--- src/rtl/int_seq_ctrl.sv ---
// rtl/int_seq_ctrl.sv - IRQ/FIQ entry and return sequencer with one level of FIQ-over-IRQ nesting
module int_seq_ctrl #(
    parameter logic [31:0] IRQ_VEC = 32'h0000_0018,
    parameter logic [31:0] FIQ_VEC = 32'h0000_001C
) (
    input  logic        clk,
    input  logic        clr,
    input  logic        EX_irq,
    input  logic        EX_fiq,
    input  logic        CPSR_7,
    input  logic        CPSR_6,
    input  logic        ret,
    output logic        INTA_irq,
    output logic        INTA_fiq,
    output logic        Write_LR,
    output logic        Write_SPSR,
    output logic        Write_PC,
    output logic [1:0]  PC_s,
    output logic [31:0] INT_Vector,
    output logic        Set_I,
    output logic        Set_F,
    output logic        Restore_CPSR,
    output logic        busy,
    output logic        nest
);

    localparam logic [2:0] S_IDLE    = 3'd0;
    localparam logic [2:0] S_ACK     = 3'd1;
    localparam logic [2:0] S_SAVE    = 3'd2;
    localparam logic [2:0] S_VECT    = 3'd3;
    localparam logic [2:0] S_SERVICE = 3'd4;
    localparam logic [2:0] S_RET     = 3'd5;

    logic [2:0] state, state_nxt;
    logic       src, src_nxt;
    logic       src_outer, src_outer_nxt;
    logic       nest_nxt;
    logic       irq_d, fiq_d;
    logic       irq_arm, fiq_arm;
    logic       pend_irq, pend_fiq;
    logic       irq_rise, fiq_rise;
    logic       irq_ok, fiq_ok;

    // A line must be seen low after reset before its rising edge counts.
    assign irq_rise = EX_irq & ~irq_d & irq_arm;
    assign fiq_rise = EX_fiq & ~fiq_d & fiq_arm;
    assign irq_ok   = pend_irq & ~CPSR_7;
    assign fiq_ok   = pend_fiq & ~CPSR_6;

    always_comb begin
        state_nxt     = state;
        src_nxt       = src;
        src_outer_nxt = src_outer;
        nest_nxt      = nest;
        case (state)
            S_IDLE: begin
                if (fiq_ok || irq_ok) begin
                    state_nxt = S_ACK;
                    src_nxt   = fiq_ok;
                end
            end
            S_ACK:  state_nxt = S_SAVE;
            S_SAVE: state_nxt = S_VECT;
            S_VECT: state_nxt = S_SERVICE;
            S_SERVICE: begin
                if (ret) begin
                    state_nxt = S_RET;
                end else if (!src && !nest && fiq_ok) begin
                    state_nxt     = S_ACK;
                    src_outer_nxt = src;
                    src_nxt       = 1'b1;
                    nest_nxt      = 1'b1;
                end
            end
            S_RET: begin
                if (nest) begin
                    nest_nxt  = 1'b0;
                    src_nxt   = src_outer;
                    state_nxt = S_SERVICE;
                end else begin
                    state_nxt = S_IDLE;
                end
            end
            default: state_nxt = S_IDLE;
        endcase
    end

    // Outputs are decoded from the next state so they are registered yet aligned with the state.
    always_ff @(posedge clk or posedge clr) begin
        if (clr) begin
            state        <= S_IDLE;
            src          <= 1'b0;
            src_outer    <= 1'b0;
            nest         <= 1'b0;
            irq_d        <= 1'b0;
            fiq_d        <= 1'b0;
            irq_arm      <= 1'b0;
            fiq_arm      <= 1'b0;
            pend_irq     <= 1'b0;
            pend_fiq     <= 1'b0;
            INTA_irq     <= 1'b0;
            INTA_fiq     <= 1'b0;
            Write_LR     <= 1'b0;
            Write_SPSR   <= 1'b0;
            Write_PC     <= 1'b0;
            PC_s         <= 2'b00;
            INT_Vector   <= 32'h0;
            Set_I        <= 1'b0;
            Set_F        <= 1'b0;
            Restore_CPSR <= 1'b0;
            busy         <= 1'b0;
        end else begin
            irq_d        <= EX_irq;
            fiq_d        <= EX_fiq;
            irq_arm      <= irq_arm | ~EX_irq;
            fiq_arm      <= fiq_arm | ~EX_fiq;
            pend_irq     <= irq_rise | (pend_irq & ~INTA_irq);
            pend_fiq     <= fiq_rise | (pend_fiq & ~INTA_fiq);
            state        <= state_nxt;
            src          <= src_nxt;
            src_outer    <= src_outer_nxt;
            nest         <= nest_nxt;
            INTA_irq     <= (state_nxt == S_ACK) & ~src_nxt;
            INTA_fiq     <= (state_nxt == S_ACK) & src_nxt;
            Write_LR     <= (state_nxt == S_SAVE);
            Write_SPSR   <= (state_nxt == S_SAVE);
            Write_PC     <= (state_nxt == S_VECT) | (state_nxt == S_RET);
            PC_s         <= (state_nxt == S_VECT) ? 2'b11 :
                            (state_nxt == S_RET)  ? 2'b10 : 2'b00;
            Set_I        <= (state_nxt == S_VECT);
            Set_F        <= (state_nxt == S_VECT) & src_nxt;
            Restore_CPSR <= (state_nxt == S_RET);
            busy         <= (state_nxt != S_IDLE);
            if (state_nxt == S_VECT) begin
                INT_Vector <= src_nxt ? FIQ_VEC : IRQ_VEC;
            end
        end
    end

endmodule

--- config.mk ---
export PLATFORM = sky130hd
export DESIGN_NAME = int_seq_ctrl
export DESIGN_NICKNAME = d
export VERILOG_FILES = /design/src/rtl/int_seq_ctrl.sv
export SDC_FILE = /design/constraint.sdc
export NUM_CORES = 1
export LEC_CHECK = 0
export BUFFER_PORTS_ARGS = -buffer_cell sky130_fd_sc_hd__buf_4
export CAP_MARGIN = 10
export CORE_AREA = 2 2 55 62
export DETAILED_ROUTE_END_ITERATION = 10
export DIE_AREA = 0 0 57 64
export PLACE_DENSITY = 0.68
export SYNTH_ARGS = -nofsm -noshare
export SYNTH_HDL_FRONTEND = slang
export SYNTH_SLANG_ARGS = --single-unit
--- constraint.sdc ---
create_clock -name clk -period 1.7 [get_ports clk]
set_input_delay 0.425 -clock clk [delete_from_list [all_inputs] [get_ports clk]]
set_output_delay 0.425 -clock clk [all_outputs]
set_load 0.05 [all_outputs]
==> metrics.md <==
| Metric | Value |
|---|---|
| Outcome | finished, final reports clean |
| RSZ-0062 raised after global routing | false |
| Post-Syn Area | ~0.0012 mm^2 |
| Worst path depth | 4 |
| Crit path to | INTA_fiq |
| TritonCTS clock tree | yes |
| Crit path from | nest |
| Most common cell after layout, fill and taps aside | conb_1 |
| #FFs+latches synth | 22 |
| CP Max Fanout | 6 |
| Sinks on Clock Net | 22 |
| Drt first-iter violations | 7 |
| Remaining DRCs | 0 |
| Synth Flop Type | dfrtp_1 |
| GRT overflow | 0 |
| Final Wtd Congestion | between 0.9 and 1 |
| I/O pin cnt | between 50 and 60 |
| Leakage power | between 0.6 and 0.7 nW |
| Sequential area share after synthesis | a little under half |
| Worst-path cell chain | nor4b_4 -> a21boi_2 -> o311ai_2 -> and4b_1 |
| Vias in the first global route | 720 |
| Fin. max-slew vios | 0 |
| Cts hold-fix bufs | 0 |
| Share of the synthesized area in the top cell type | 46.07% |
| Final Non-Filler Cells | roughly 170 |
| Gr usage total | 10.30% |
| Slowest stage cell, crit path | dfrtp_2 |
| Clk_lat worst skew | a little over 0.3 ns |
| Wire per inst | 10.55 um |
| Clk slew on worst S/H paths | 0.12 ns |
| Drt total wl | 1.772 mm |
| Register-to-register setup slack | ~0.16 ns |
| Cells after synthesis | approximately 120 |
| Die height | ~64 um |
| IO buf count | 21 |
| Layout cell share with drive strength beyond 1 | 24.63% |
| CTS Buf Count | 3 |
| Die width | 57 um |
| Max incr delay on CP | 0.47 ns |
| Placed wire-length estimate | between 1 and 1.5 mm |
| Worst r2r src | nest |
| CTS Root Cell | clkbuf_4 |
| Critical path endpoint category | flip-flop |
| Ys Warns | 0 |
| Largest net degree at the start of global routing | 23 |
| H-Tree Depth | 1 |
| HP Class | input port to asynchronous set/reset pin |
| Num rows | 21 |
| Max VDD drop | a little under 1 mV |
| Fmax | ~0.65 GHz |
| Initial Util | between 30% and 40% |
| Crit Path Class | flip-flop to flip-flop |
| Max_cap viols | 0 |
| CP Data Required Time | between 1.5 and 2 ns |
| Ant diodes | 0 |
| Power per cell area | ~2000 mW/mm^2 |
| CP Launch Type | flip-flop |
| Placed Instances | roughly 160 |
| Synth-to-Final Area Change | 8.377% |
| CP arrival | roughly 1.8 ns |
| Setup TNS | 0 ns |
| Hold Vio Cnt, Final | 0 |
| Synth async-reset ratio | 100.0% |
| Most frequent cells in the layout | conb_1 (29), buf_4 (23), dfrtp_1 (21) |
| Synth area leader | dfrtp_1 |
| R2R cell count | 4 |
| Core ar. | 0.002995 mm^2 |
| Final setup violation count | 0 |
| Vias | 760 |
| Die area | about 0.0036 mm^2 |
| Clk buf depth | 2 |
| Buf/Inv on CP | 0 |
| DRT antenna net count | 0 |
| PnR Total Power | 2.530 mW |
| First-pass GRT wire length | 2.960 mm |
| Vias per inst | 4.524 |
| Syn Area/Cell | just over 10 um^2 |
| Clock skew | 0.006802 ns |
| Cell variety after synth | 33 |
| Ranking of synthesized cells by area | dfrtp_1 (46%), buf_4 (21%), nand2b_1 (2.6%), inv_1 (2.5%), nand2_1 (2.2%) |
| EDFF count, synth | 0 |
| Antenna violations before repair | 0 |
| Nets@finish | 142 |
| Minimum clock period after layout | around 1.5 ns |
| Crit path max-delay family | simple AND/OR/NAND/NOR gates |
| Drt pass-1 iters | 4 |
| Fin crit share | roughly 90% |
| Critical R2R Capture | INTA_fiq |
## worst reg2reg max path, stage by stage (launching register included)
cell      delay [ns]
dfrtp_2         0.47
nor4b_4         0.33
a21boi_2        0.12
o311ai_2        0.34
and4b_1         0.23
## cells in the mapped netlist, drive strengths merged (3+ instances only)
master and number:
buf 35, nor2 5, nor2b 3, dfrtp 22, nand2b 5, nand2 7, inv 8
## where the power goes
part           leakage (nW)  internal, mW  switching (mW)
registers             0.260         0.680           0.169
logic                 0.390         0.411           0.876
clock network        0.0279         0.238           0.155
## per-stage QoR
stage / utilization [%] / hold WS (ns) / area, um^2 / worst slack (ns)
after floorplan: - / 0.3988 / 1300 / 0.01273
after global placement: 41.44 / 0.4002 / 1241 / 0.1354
after detailed placement: 41.44 / 0.4182 / 1241 / 0.1032
after CTS: 43.19 / 0.1396 / 1294 / 0.1025
after global routing: 43.23 / 0.1490 / 1295 / 0.02007
final: 43.23 / 0.1344 / 1295 / 0.1628
## state kept, by name, indices dropped and copies added, names as in the netlist
name and cells:
INTA_fiq 1, pend_fiq 1, fiq_arm 1, Set_F 1, Restore_CPSR 1, fiq_d 1, busy 1, src 1
Write_SPSR 1, src_outer 1, pend_irq 1, INT_Vector 2, state 3, nest 1, irq_arm 1, irq_d 1
PC_s 2, INTA_irq 1
## what timing repair did
item | CTS | global route
endpoints found under the hold margin | 0 | 0
resized for setup | 0 | 1
setup endpoints to repair | 0 | 1
setup buffers | 0 | 0
## final cells by class
type | instances | area, um^2
tap | 34 | 42.54
timing repair buffer | 23 | 172.7
multi-input combinational | 77 | 445.4
clock inverter | 1 | 30.03
sequential | 22 | 551.8
inverter | 8 | 30.03
clock buffer | 3 | 22.52
fill | 281 | 1700
## logic make-up (layout without fill, tap and decap cells)
kind of cell / after synthesis / in the layout / synth area share, %
compound gates: 18 / 18 / 12.67
xor+xnor: 1 / 1 / 0.7331
buf+inv: 44 / 35 / 25.44
flops: 22 / 22 / 46.07
other cells: 1 / 29 / 0.3138
simple gates: 29 / 29 / 14.77
## how the worst min path moves through the flow
stage | from | endpoint | slack [ns] | cells past startpoint
finish | clr | pend_fiq | 0.13 | 3
global route | clr | fiq_d | 0.15 | 3
CTS | clr | fiq_arm | 0.14 | 3
detailed placement | irq_d | pend_irq | 0.42 | 1
global placement | irq_d | pend_irq | 0.40 | 1
floorplan | fiq_d | pend_fiq | 0.40 | 1
## per-layer routing
metal	up-vias	GRT usage, %	wire [um]
li1	352	-	-
met1	357	10.12	638
met2	47	19.40	922
met3	4	1.417	165
met4	0	6.977	44
met5	-	0	0
Note: power is estimated with default switching activity, not from simulation.
